[config.mk]
export PLATFORM = sky130hd
export DESIGN_NAME = bf16_mul_seq
export DESIGN_NICKNAME = d
export VERILOG_FILES = /design/src/rtl/bf16_mul_seq.sv
export SDC_FILE = /design/constraint.sdc
export NUM_CORES = 1
export LEC_CHECK = 0
export BUFFER_PORTS_ARGS = -buffer_cell sky130_fd_sc_hd__buf_2
export CORE_ASPECT_RATIO = 1.25
export CORE_MARGIN = 2
export CORE_UTILIZATION = 45
export CTS_BUF_LIST = sky130_fd_sc_hd__clkbuf_4 sky130_fd_sc_hd__clkbuf_8
export DETAILED_ROUTE_END_ITERATION = 8
export PLACE_DENSITY = 0.66
export SETUP_SLACK_MARGIN = 0.4
export SYNTH_ARGS = -nofsm -noshare
export SYNTH_HDL_FRONTEND = slang
export SYNTH_SLANG_ARGS = --single-unit
export TNS_END_PERCENT = 1
[constraint.sdc]
create_clock -name clk -period 3.65 [get_ports clk]
set_input_delay 0 -clock clk [delete_from_list [all_inputs] [get_ports clk]]
set_output_delay 0 -clock clk [all_outputs]
set_load 0.02 [all_outputs]
[src/rtl/bf16_mul_seq.sv]
// Sequential bf16 multiplier: special operands retire in 1 cycle, normal operands
// take 8 shift-add cycles + 1 normalize/round cycle. in_ready is low until the result is taken.
module bf16_mul_seq #(
  parameter int DATA_WIDTH = 16,
  parameter int EXP_WIDTH  = 8,
  parameter int FRAC_WIDTH = 7,
  parameter int BIAS       = 127
) (
  input  logic                  clk,
  input  logic                  rst,
  input  logic                  in_valid,
  output logic                  in_ready,
  input  logic [DATA_WIDTH-1:0] a,
  input  logic [DATA_WIDTH-1:0] b,
  output logic                  out_valid,
  input  logic                  out_ready,
  output logic [DATA_WIDTH-1:0] result
);

  localparam int MW = FRAC_WIDTH + 1;
  localparam int PW = 2 * MW;
  localparam int CW = $clog2(MW);
  localparam int EW = EXP_WIDTH + 2;
  localparam logic signed [EW-1:0] EXP_MAX_S = EW'((1 << EXP_WIDTH) - 1);
  localparam logic signed [EW-1:0] BIAS_S    = EW'(BIAS);
  localparam logic signed [EW-1:0] ONE_S     = EW'(1);
  localparam logic signed [EW-1:0] ZERO_S    = '0;
  localparam logic [DATA_WIDTH-1:0] QNAN =
    {1'b0, {EXP_WIDTH{1'b1}}, 1'b1, {(FRAC_WIDTH-1){1'b0}}};

  typedef enum logic [1:0] {S_IDLE, S_MUL, S_NORM, S_DONE} state_t;

  state_t                 state_q, state_d;
  logic [CW-1:0]          cnt_q, cnt_d;
  logic [PW-1:0]          acc_q, acc_d;
  logic [MW-1:0]          mcand_q, mcand_d;
  logic [MW-1:0]          mplier_q, mplier_d;
  logic signed [EW-1:0]   exp_q, exp_d;
  logic                   sign_q, sign_d;
  logic [DATA_WIDTH-1:0]  result_q, result_d;
  logic                   in_ready_q, in_ready_d;
  logic                   out_valid_q, out_valid_d;

  logic [EXP_WIDTH-1:0]   a_exp, b_exp;
  logic [FRAC_WIDTH-1:0]  a_frac, b_frac;
  logic                   a_zero, b_zero, a_inf, b_inf, a_nan, b_nan, prod_sign;
  logic [FRAC_WIDTH-1:0]  n_frac;
  logic [FRAC_WIDTH:0]    n_rnd;
  logic                   n_guard, n_sticky;
  logic signed [EW-1:0]   n_exp;

  always_comb begin
    a_exp     = a[DATA_WIDTH-2 -: EXP_WIDTH];
    b_exp     = b[DATA_WIDTH-2 -: EXP_WIDTH];
    a_frac    = a[FRAC_WIDTH-1:0];
    b_frac    = b[FRAC_WIDTH-1:0];
    // Denormals are flushed: any zero exponent counts as zero.
    a_zero    = (a_exp == '0);
    b_zero    = (b_exp == '0);
    a_inf     = (a_exp == '1) && (a_frac == '0);
    b_inf     = (b_exp == '1) && (b_frac == '0);
    a_nan     = (a_exp == '1) && (a_frac != '0);
    b_nan     = (b_exp == '1) && (b_frac != '0);
    prod_sign = a[DATA_WIDTH-1] ^ b[DATA_WIDTH-1];
  end

  always_comb begin
    n_exp = exp_q;
    if (acc_q[PW-1]) begin
      n_frac   = acc_q[PW-2 -: FRAC_WIDTH];
      n_guard  = acc_q[PW-2-FRAC_WIDTH];
      n_sticky = |acc_q[PW-3-FRAC_WIDTH:0];
      n_exp    = exp_q + ONE_S;
    end else begin
      n_frac   = acc_q[PW-3 -: FRAC_WIDTH];
      n_guard  = acc_q[PW-3-FRAC_WIDTH];
      n_sticky = |acc_q[PW-4-FRAC_WIDTH:0];
    end
    n_rnd = {1'b0, n_frac} + (FRAC_WIDTH+1)'(n_guard & (n_sticky | n_frac[0]));
    // Rounding carry-out leaves the low bits zero, so only the exponent moves.
    if (n_rnd[FRAC_WIDTH]) n_exp = n_exp + ONE_S;
  end

  always_comb begin
    state_d  = state_q;
    cnt_d    = cnt_q;
    acc_d    = acc_q;
    mcand_d  = mcand_q;
    mplier_d = mplier_q;
    exp_d    = exp_q;
    sign_d   = sign_q;
    result_d = result_q;
    case (state_q)
      S_IDLE: begin
        if (in_valid && in_ready_q) begin
          sign_d = prod_sign;
          if (a_nan || b_nan || (a_inf && b_zero) || (b_inf && a_zero)) begin
            result_d = QNAN;
            state_d  = S_DONE;
          end else if (a_inf || b_inf) begin
            result_d = {prod_sign, {EXP_WIDTH{1'b1}}, {FRAC_WIDTH{1'b0}}};
            state_d  = S_DONE;
          end else if (a_zero || b_zero) begin
            result_d = {prod_sign, {(DATA_WIDTH-1){1'b0}}};
            state_d  = S_DONE;
          end else begin
            mcand_d  = {1'b1, a_frac};
            mplier_d = {1'b1, b_frac};
            acc_d    = '0;
            cnt_d    = '0;
            exp_d    = $signed({2'b00, a_exp}) + $signed({2'b00, b_exp}) - BIAS_S;
            state_d  = S_MUL;
          end
        end
      end
      S_MUL: begin
        if (mplier_q[cnt_q]) acc_d = acc_q + (PW'(mcand_q) << cnt_q);
        cnt_d = cnt_q + CW'(1);
        if (cnt_q == CW'(MW-1)) state_d = S_NORM;
      end
      S_NORM: begin
        if (n_exp >= EXP_MAX_S)
          result_d = {sign_q, {EXP_WIDTH{1'b1}}, {FRAC_WIDTH{1'b0}}};
        else if (n_exp <= ZERO_S)
          result_d = {sign_q, {(DATA_WIDTH-1){1'b0}}};
        else
          result_d = {sign_q, n_exp[EXP_WIDTH-1:0], n_rnd[FRAC_WIDTH-1:0]};
        state_d = S_DONE;
      end
      S_DONE: begin
        if (out_ready) state_d = S_IDLE;
      end
      default: state_d = S_IDLE;
    endcase
    in_ready_d  = (state_d == S_IDLE);
    out_valid_d = (state_d == S_DONE);
  end

  always_ff @(posedge clk) begin
    if (rst) begin
      state_q     <= S_IDLE;
      cnt_q       <= '0;
      acc_q       <= '0;
      mcand_q     <= '0;
      mplier_q    <= '0;
      exp_q       <= '0;
      sign_q      <= 1'b0;
      result_q    <= '0;
      in_ready_q  <= 1'b1;
      out_valid_q <= 1'b0;
    end else begin
      state_q     <= state_d;
      cnt_q       <= cnt_d;
      acc_q       <= acc_d;
      mcand_q     <= mcand_d;
      mplier_q    <= mplier_d;
      exp_q       <= exp_d;
      sign_q      <= sign_d;
      result_q    <= result_d;
      in_ready_q  <= in_ready_d;
      out_valid_q <= out_valid_d;
    end
  end

  assign in_ready  = in_ready_q;
  assign out_valid = out_valid_q;
  assign result    = result_q;

endmodule

==> out/metrics.cfg <==
[outcome]
outcome=finished, final reports clean

[layout]
fraction_of_layout_instances_using_a_drive_strength_above_1_pct=18.9
area_growth_syn_to_layout_pct=18.7
antenna_cells=0
most_frequent_standard_cell_in_the_layout_excluding_fill_and_tap_cells=nand2_1
finish.utilization_pct=54.9
post-route-cell-area_sq_mm=0.00583
layout_common_cells=81 x nand2_1, 60 x dfxtp_1, 59 x nor2_1, 58 x a21oi_1, 53 x buf_2
num-nets-final=773

[placed_design]
place_congestion=0.888
dpl_cell_area_sq_mm=0.00533
post-dp-hpwl_mm=9.69
preCtsSetupSlack_ps=313
number_of_input_and_output_port_buffers_inserted=53

[synthesis]
synth_top_flop_cell=dfxtp_1
synth_cells=631
synthesis.nets=704
ys_seq_elements=65
synth-seq-area-share_pct=26.5
yosysWarnings=0
mappedNetlistArea_sq_mm=0.00491
synth.avg_cell_area_sq_um=7.78
synthArstFlopShare_pct=0
synth_cell_types=72
synth_enable_flop_cells=0

[drt]
drcViolationCount=0
route.detailed.wl_per_inst_microns=15.3
via_count=4820
drtAntennaViolNets=0
route.detailed.vias_per_inst=5.77
drt_first_iter_violations=179
finalWirelength_mm=12.8
detailedRoute.firstPassIterationCount=4

[power_and_ir_drop]
net_switching_fraction_of_the_power_pct=29.4
internal_power_mw=1.27
totalPowerFinal_mw=1.80
share_seq_of_total_power_pct=43.3
worst_ir_drop_vdd_v=0.000166
power.density_mw_per_mm2=309
clock_power_share_pct=34.8
comb_power_share_pct=21.8
switchingPower_mw=0.529
leakagePower_nw=2.42

[floorplan]
coreArea_sq_mm=0.0106
chipWidth_microns=97.4
boundaryPins=54
die_height_microns=121
total_die_area_sq_mm=0.0118
initial_utilization_pct=46.3
count_of_standard_cell_rows=42

[timing]
hold_violation_count_in_the_final_report=0
fin_ws_ps=485
tightestPinTransition_ps=940
timing.final.max_slew_violations=0
achievable-frequency_mhz=316
maxSlewHeadroom_pct=35.7
final.setup_skew_ps=11.5
setup-violations-final=0
rsz0062_at_grt=yes
finalCriticalPeriod_ps=3160
final.setup.tns_ps=0
layout_worst_path_cycle_share_pct=86.7

[setup_path]
crit_arrival_ps=3400
criticalPathCategory=flip-flop to flip-flop
worstPathMaxFanout=11
critical_path.endpoint_type=flip-flop
cp_data_required_time_ps=3880
setup.worst_path.start_class=flip-flop

[grt]
grt_remaining_overflow=0
grt_pass1_wl_mm=21.4
largest_net_degree_at_the_start_of_global_routing=50
busiest_layer=met2
grt.met2_usage_pct=41.7
grt_util_all_layers_pct=22.0
grt_use_met1_pct=24.1
number_of_global_route_vias_before_repair=4739
number_of_antenna_violations_at_the_first_check_in_global_routing=0
globalRouteMet3Util_pct=3.93

[clocking]
tritoncts=yes
clk_pin_slew_ps=70
number_of_h_tree_levels=3
ctsLongestPathBuffers=2
tritoncts_num_sinks=65
ctsRootBufferMaster=clkbuf_8
insertion_delay_ps=350
cts_inserted_buffers=9

[run]
maxCapViolCount=0

[worst_hold_path]
worst_hold_path_type=input port to flip-flop

## area by class of cell
type                            instances  area (sq um)
Tap cell                              132           165
Clock inverter                          3          40.0
Fill cell                             996          4790
Inverter                               20          75.1
Clock buffer                           12           159
Sequential cell                        65          1310
Timing Repair Buffer                   87           576
Multi-Input combinational cell        517          3500
## worst max-delay path, cell delays in order (launching register included)
cell	delay, ps
dfxtp_4	370
buf_12	150
mux2i_1	130
mux2_2	290
o22ai_1	210
ha_1	360
o21a_1	200
o21ai_0	400
o31ai_2	130
a31o_2	250
a211o_1	290
a32o_1	250
## synth_stat cells, drive strengths merged (8+ instances only)
library cell,instances,area [sq um]
mux2i,10,100
nand3,13,65.1
ha,35,438
a21o,11,82.6
o21ai,25,125
xor2,10,87.6
nand2,81,304
nand2b,8,50.1
dfxtp,65,1300
or4,11,90.1
nor3,21,105
inv,20,75.1
clkbuf,24,91.3
xnor2,27,236
a22oi,8,60.1
nand4,10,77.6
o31ai,8,60.1
nor2,59,221
a21oi,60,304
mux2,9,101
## power groups by stage
stage	clock network (mW)	logic [mW]	registers, mW
after global routing	0.665	0.439	0.785
after CTS	0.641	0.380	0.776
after global placement	0	0.351	0.790
after detailed placement	0	0.359	0.791
after floorplan	0	0.276	0.776
final	0.627	0.392	0.780
## worst paths after layout
| path | from | to | slack, ps | cells past startpoint |
|---|---|---|---|---|
| hold / removal | out_ready | state_q[1] | 40 | 3 |
| setup / recovery | cnt_q[0] | acc_q[13] | 490 | 11 |
| setup reg to reg | cnt_q[0] | acc_q[13] | 490 | 11 |
| hold reg to reg | result[4] | result[4] | 440 | 2 |
## logic make-up (layout without fill, tap and decap cells)
logic type | count (synthesis) | in the layout | synth area share (%)
simple gates | 252 | 252 | 25.9
compound gates | 170 | 170 | 22.3
flops | 65 | 65 | 26.5
buf+inv | 49 | 122 | 3.97
fa+ha+maj | 37 | 37 | 9.73
xor+xnor | 37 | 37 | 6.60
mux | 21 | 21 | 5.02
## timing repair
| item | 4_1_cts | 5_1_grt |
|---|---|---|
| setup buffers | 1 | 3 |
| endpoints found under the hold margin | 19 | 0 |
| setup endpoints to repair | 2 | 18 |
| hold buffers | 17 | 0 |
| gates resized for setup | 6 | 20 |
| pin swaps | 0 | 4 |
## state kept, by name, summed over array words and instances (netlist names)
name,cells
out_valid,1
exp_q,10
in_ready,1
sign_q,1
mcand_q,8
cnt_q,3
mplier_q,7
result,16
acc_q,16
state_q,2
## through the flow
step                      hold slack [ps]  cells
after floorplan                       136    631
after global placement                253    800
after detailed placement              265    800
after CTS                            29.8    833
after global routing                 49.9    836
final                                44.5    836
## per-layer routing
metal	vias up	part of all wire, %
li1	2438	-
met1	2295	41
met2	64	54
met3	23	3.2
met4	0	2.1
met5	-	0
Note: power is estimated with default switching activity, not from simulation.
